==> config.mk <==
export PLATFORM = sky130hd
export DESIGN_NAME = mul_unit_flat
export DESIGN_NICKNAME = d
export VERILOG_FILES = /design/src/rtl/mul_unit_if.sv /design/src/rtl/mul_unit.sv /design/src/flat_wrapper.sv
export SDC_FILE = /design/constraint.sdc
export NUM_CORES = 1
export LEC_CHECK = 0
export ABC_CLOCK_PERIOD_IN_PS = 5450
export CORE_AREA = 2 2 121 123
export CTS_CLUSTER_SIZE = 14
export DETAILED_ROUTE_END_ITERATION = 8
export DIE_AREA = 0 0 123 125
export HOLD_SLACK_MARGIN = 0.12
export PLACE_DENSITY = 0.81
export SLEW_MARGIN = 5
export SYNTH_ARGS = -nofsm -noshare
export SYNTH_HDL_FRONTEND = slang
export SYNTH_SLANG_ARGS = --single-unit
==> constraint.sdc <==
create_clock -name clk -period 5.45 [get_ports clk]
set_clock_uncertainty 0.2 [all_clocks]
set_input_delay 0.545 -clock clk [delete_from_list [all_inputs] [get_ports clk]]
set_output_delay 0.545 -clock clk [all_outputs]
set_load 0.05 [all_outputs]
==> src/rtl/mul_unit_if.sv <==
// mul_unit_if: issue and writeback bundle between decode, the multiplier and the writeback arbiter.
interface mul_unit_if #(
  parameter int REG_ADDRESS_SIZE = 5,
  parameter int REG_SIZE = 32
);
  logic                        MUL_valid;
  logic [REG_SIZE-1:0]         MUL_operand1;
  logic [REG_SIZE-1:0]         MUL_operand2;
  logic [REG_ADDRESS_SIZE-1:0] MUL_dest;
  logic                        MUL_w;
  logic                        MUL_stall;
  logic                        MUL_We;
  logic [REG_ADDRESS_SIZE-1:0] MUL_Wat;
  logic [REG_SIZE-1:0]         MUL_Wvalue;
  logic                        MUL_Wack;
  modport master (
    output MUL_valid, MUL_operand1, MUL_operand2, MUL_dest, MUL_w, MUL_Wack,
    input  MUL_stall, MUL_We, MUL_Wat, MUL_Wvalue
  );
  modport slave (
    input  MUL_valid, MUL_operand1, MUL_operand2, MUL_dest, MUL_w, MUL_Wack,
    output MUL_stall, MUL_We, MUL_Wat, MUL_Wvalue
  );
endinterface

==> src/rtl/mul_unit.sv <==
// mul_unit: iterative shift-add multiplier, one multiplier bit per cycle, low REG_SIZE bits of the product.
module mul_unit #(
  parameter int REG_ADDRESS_SIZE = 5,
  parameter int REG_SIZE = 32
) (
  input logic     clk,
  input logic     reset,
  mul_unit_if.slave m
);
  localparam int CW = $clog2(REG_SIZE);
  typedef enum logic [1:0] {IDLE, BUSY, DONE} state_t;
  state_t                      state_q, state_d;
  logic [CW-1:0]               cnt_q, cnt_d;
  logic [REG_SIZE-1:0]         acc_q, acc_d, op1_q, op1_d, op2_q, op2_d;
  logic [REG_ADDRESS_SIZE-1:0] dest_q, dest_d;
  logic                        w_q, w_d;
  logic                        busy, accept, last;
  assign busy        = state_q == BUSY;
  assign m.MUL_stall = busy || (state_q == DONE && !m.MUL_Wack);
  assign accept      = m.MUL_valid && !m.MUL_stall;
  assign last        = cnt_q == CW'(REG_SIZE - 1);
  assign m.MUL_We     = state_q == DONE;
  assign m.MUL_Wat    = dest_q;
  assign m.MUL_Wvalue = acc_q;
  always_comb begin
    state_d = accept ? BUSY
            : busy ? (last ? (w_q ? DONE : IDLE) : BUSY)
            : (state_q == DONE && m.MUL_Wack) ? IDLE : state_q;
    op1_d  = accept ? m.MUL_operand1 : op1_q;
    op2_d  = accept ? m.MUL_operand2 : op2_q;
    dest_d = accept ? m.MUL_dest : dest_q;
    w_d    = accept ? m.MUL_w : w_q;
    cnt_d  = accept ? '0 : busy ? cnt_q + 1'b1 : cnt_q;
    // truncating add keeps the low product bits, identical for signed and unsigned operands
    acc_d  = accept ? '0 : (busy && op2_q[cnt_q]) ? acc_q + (op1_q << cnt_q) : acc_q;
  end
  always_ff @(posedge clk or negedge reset) begin
    if (!reset) begin
      state_q <= IDLE;
      cnt_q   <= '0;
      acc_q   <= '0;
      op1_q   <= '0;
      op2_q   <= '0;
      dest_q  <= '0;
      w_q     <= 1'b0;
    end else begin
      state_q <= state_d;
      cnt_q   <= cnt_d;
      acc_q   <= acc_d;
      op1_q   <= op1_d;
      op2_q   <= op2_d;
      dest_q  <= dest_d;
      w_q     <= w_d;
    end
  end
endmodule

==> src/flat_wrapper.sv <==
// flat-port wrapper written by rule: the top's interface ports become plain ports
module mul_unit_flat 
#(
  parameter int REG_ADDRESS_SIZE = 5,
  parameter int REG_SIZE = 32
)
  (clk, reset, m_MUL_valid, m_MUL_operand1, m_MUL_operand2, m_MUL_dest, m_MUL_w, m_MUL_Wack, m_MUL_stall, m_MUL_We, m_MUL_Wat, m_MUL_Wvalue);
  mul_unit_if #(.REG_ADDRESS_SIZE(REG_ADDRESS_SIZE), .REG_SIZE(REG_SIZE)) m_i ();
  input logic clk;
  input logic reset;
  input wire logic [$bits(m_i.MUL_valid)-1:0] m_MUL_valid;
  input wire logic [$bits(m_i.MUL_operand1)-1:0] m_MUL_operand1;
  input wire logic [$bits(m_i.MUL_operand2)-1:0] m_MUL_operand2;
  input wire logic [$bits(m_i.MUL_dest)-1:0] m_MUL_dest;
  input wire logic [$bits(m_i.MUL_w)-1:0] m_MUL_w;
  input wire logic [$bits(m_i.MUL_Wack)-1:0] m_MUL_Wack;
  output wire logic [$bits(m_i.MUL_stall)-1:0] m_MUL_stall;
  output wire logic [$bits(m_i.MUL_We)-1:0] m_MUL_We;
  output wire logic [$bits(m_i.MUL_Wat)-1:0] m_MUL_Wat;
  output wire logic [$bits(m_i.MUL_Wvalue)-1:0] m_MUL_Wvalue;
  assign m_i.MUL_valid = m_MUL_valid;
  assign m_i.MUL_operand1 = m_MUL_operand1;
  assign m_i.MUL_operand2 = m_MUL_operand2;
  assign m_i.MUL_dest = m_MUL_dest;
  assign m_i.MUL_w = m_MUL_w;
  assign m_i.MUL_Wack = m_MUL_Wack;
  assign m_MUL_stall = m_i.MUL_stall;
  assign m_MUL_We = m_i.MUL_We;
  assign m_MUL_Wat = m_i.MUL_Wat;
  assign m_MUL_Wvalue = m_i.MUL_Wvalue;
  mul_unit #(.REG_ADDRESS_SIZE(REG_ADDRESS_SIZE), .REG_SIZE(REG_SIZE)) u_core (.clk(clk), .reset(reset), .m(m_i));
endmodule
==> flow_metrics.env <==
export IMPL_grt_overflow=0
export IMPL_max_freq_mhz=212
export IMPL_routed_wl_mm=18.3
export IMPL_synthMuxAreaShare=0.244
export IMPL_worst_pin_slew_ns=0.827
export IMPL_required_ns=5.56
export IMPL_end_kind="register"
export IMPL_grt_first_pass_wirelength_mm=30.1
export IMPL_hpwl_mm=13.5
export IMPL_syn_nets=878
export IMPL_ff2ff_path_depth=12
export IMPL_core_um2=14200
export IMPL_synth_top_area_cell="dfrtp_1"
export IMPL_syn_area_um2=7720
export IMPL_yosysWarnings=0
export IMPL_clock_sinks=109
export IMPL_slowest_delay_ns=0.89
export IMPL_whs_endpoint="u_core.op2_q[17]"
export IMPL_async_reset_ff_frac=1.00
export IMPL_ant_nets=0
export IMPL_drc_errors=0
export IMPL_synthTopCellsByArea="dfrtp_1, mux2_2, ha_1"
export IMPL_post_cts_resized=0
export IMPL_pin_count=113
export IMPL_grt_max_degree=68
export IMPL_max_slew_margin_rel=0.449
export IMPL_period_share=0.865
export IMPL_clk_latency_ns=0.37
export IMPL_synth_edf_count=0
export IMPL_synth_top_family_by_area="multiplexers"
export IMPL_syn_avg_cell_area_um2=10.0
export IMPL_clockBufferDepth=2
export IMPL_synth_common_cells="dfrtp_1, mux2_2, nand2_1"
export IMPL_die_w_um=123
export IMPL_critPathSlowestCell="dfrtp_2"
export IMPL_crit_reg2reg_launch="u_core.cnt_q[0]"
export IMPL_synth_cell_type_count=69
export IMPL_holdCritStartpoint="u_core.op2_q[17]"
export IMPL_report_final_setup_viol=0
export IMPL_fin_crit_ns=4.71
export IMPL_final_nets=965
export IMPL_regArea_um2=2730
export IMPL_cts_made_buffers=9
export IMPL_rsz0062_at_grt="false"
export IMPL_synth_top_area_share=0.353
export IMPL_path_clk_slew_ns=0.08
export IMPL_multi_input_area_um2=4720
export IMPL_cts_htree_levels=3
export IMPL_drtIter0Drc=537
export IMPL_antenna_found_initial=0
export IMPL_vias=6378
export IMPL_critPathLaunchType="register"
export IMPL_cts_tree="done"
export IMPL_gp_congestion=0.903
export IMPL_crit_fanout=33
export IMPL_routedWlPerCell_um=17.5
export IMPL_finalHoldViolations=0
export IMPL_fin_tns_setup_ns=0
export IMPL_grt_util_all_layers=0.246
export IMPL_synth_most_common_cell="dfrtp_1"
export IMPL_drive_gt1_frac=0.157
export IMPL_path_class="register to register"
export IMPL_ys_seq_elements=109
export IMPL_netlist_instances=770
export IMPL_worstReg2RegEnd="u_core.m.MUL_Wvalue[29]"
export IMPL_n_fill_cell=1121
export IMPL_drt_first_pass_iters=5
export IMPL_synth_xor_area_frac=0.0261
export IMPL_path_cells="mux4_2 -> mux2i_1 -> a211oi_1 -> ha_1 -> a21o_1 -> a31oi_1 -> nand3_1 -> o2111ai_1 -> nand3_1 -> a31o_2 -> a2111oi_0 -> a211o_1"
export IMPL_min_path_type="register to register"
export IMPL_synth_simple_gate_area_frac=0.127
export IMPL_die_height_um=125
export IMPL_status="finished clean"
export IMPL_finalMaxSlewViolations=0
export IMPL_initial_core_util=0.544
export IMPL_dieArea_um2=15400
export IMPL_r2r_slack_ns=0.74
export IMPL_synthAdderAreaFrac=0.0561
export IMPL_synth_compound_area_frac=0.157
export IMPL_yosysSeqAreaShare=0.353
export IMPL_area_delta_synth_final_pct=20.5
export IMPL_synthFlopType="dfrtp_1"
export IMPL_cts_root_buf="clkbuf_16"
export IMPL_hold_depth=1
export IMPL_crit_arrival_ns=4.82
export IMPL_path_common_cell="nand3_1"
export IMPL_drv_cap=0
export IMPL_grt_pass1_vias=5877
export IMPL_routed_via_density=6.10
export IMPL_antenna_cells=0
export IMPL_numPortBuffers=112
export IMPL_rows=44
export IMPL_cp_startpoint="u_core.cnt_q[0]"
[how the worst max path moves through the flow]
| stage | endpoint | slack (ns) | depth (start not counted) |
|---|---|---|---|
| global route | u_core.m.MUL_Wvalue[29] | 0.36 | 13 |
| finish | u_core.m.MUL_Wvalue[29] | 0.74 | 12 |
| global placement | u_core.m.MUL_Wvalue[29] | 0.89 | 12 |
| detailed placement | u_core.m.MUL_Wvalue[29] | 0.79 | 12 |
| CTS | u_core.m.MUL_Wvalue[29] | 0.75 | 12 |
| floorplan | u_core.m.MUL_Wvalue[30] | 1.05 | 17 |
[area by class of cell]
class                   count  area share
repair buffers            125       0.131
flip-flops and latches    109       0.293
clock inverters             7      0.0121
multi-input cells         594       0.508
clock buffers               9      0.0242
well taps                 184      0.0247
inverters                  18     0.00726
[cells in the final DEF (no fill, tap or decap), types with 6 or more instances in the layout]
master | netlist | routed
a211oi_1 | 8 | 8
nand3_1 | 37 | 37
a21oi_1 | 42 | 42
nor2_1 | 47 | 47
buf_4 | 1 | 13
a31oi_1 | 8 | 8
nand2b_1 | 8 | 8
mux2_2 | 78 | 78
mux4_1 | 11 | 11
o21a_1 | 6 | 6
and3_1 | 9 | 9
nand2_1 | 73 | 72
mux2i_1 | 33 | 33
xor2_1 | 12 | 12
o21ai_0 | 60 | 60
clkbuf_16 | 0 | 9
mux4_2 | 16 | 16
nor2b_1 | 11 | 11
a21o_1 | 16 | 16
clkdlybuf4s50_1 | 0 | 111
ha_1 | 33 | 33
inv_1 | 17 | 17
xnor2_1 | 11 | 11
dfrtp_1 | 109 | 108
[sequential cells by signal (all words and copies together), names as in the netlist]
register	count
u_core.w_q	1
u_core.m.MUL_Wvalue	32
u_core.m.MUL_Wat	5
u_core.op2_q	32
u_core.op1_q	32
u_core.state_q	2
u_core.cnt_q	5
[worst max-delay path: cells and delay by family, from the launching register on]
kind            cells  cell delay [ns]
compound gates      7             1.83
flops               1             0.89
simple gates        2             0.30
mux                 2             1.02
fa+ha+maj           1             0.41
[through the flow]
step | hold WS (ns) | instance area, µm² | util | instances | setup WS (ns)
2_1_floorplan | 0.0494 | 7720 | - | 770 | 1.05
3_3_place_gp | 0.271 | 8960 | 0.631 | 1029 | 0.885
3_5_place_dp | 0.288 | 8960 | 0.631 | 1029 | 0.794
4_1_cts | 0.307 | 9310 | 0.655 | 1046 | 0.746
5_1_grt | 0.321 | 9310 | 0.655 | 1046 | 0.360
6_report | 0.302 | 9310 | 0.655 | 1046 | 0.735
[metal layers]
metal / part of all wire / vias up / GRT usage / wire length, µm
met1: 0.46 / 3058 / 0.359 / 8380
li1: - / 3043 / - / -
met2: 0.46 / 223 / 0.370 / 8420
met3: 0.048 / 54 / 0.0324 / 882
met5: 0 / - / 0 / 0
met4: 0.033 / 0 / 0.103 / 606
[cell families after synthesis]
logic type | count (synthesis)
simple gates | 210
fa+ha+maj | 34
flops | 109
compound gates | 188
buf+inv | 67
xor+xnor | 23
mux | 139
[repair_timing]
action	CTS	global route
setup buffers	0	0
endpoints found under the setup margin	0	0
hold buffers	1	0
hold endpoints to repair	42	0
Power is not shown: default switching activity piles up to over one toggle a cycle in this logic, so the estimate is an artifact.
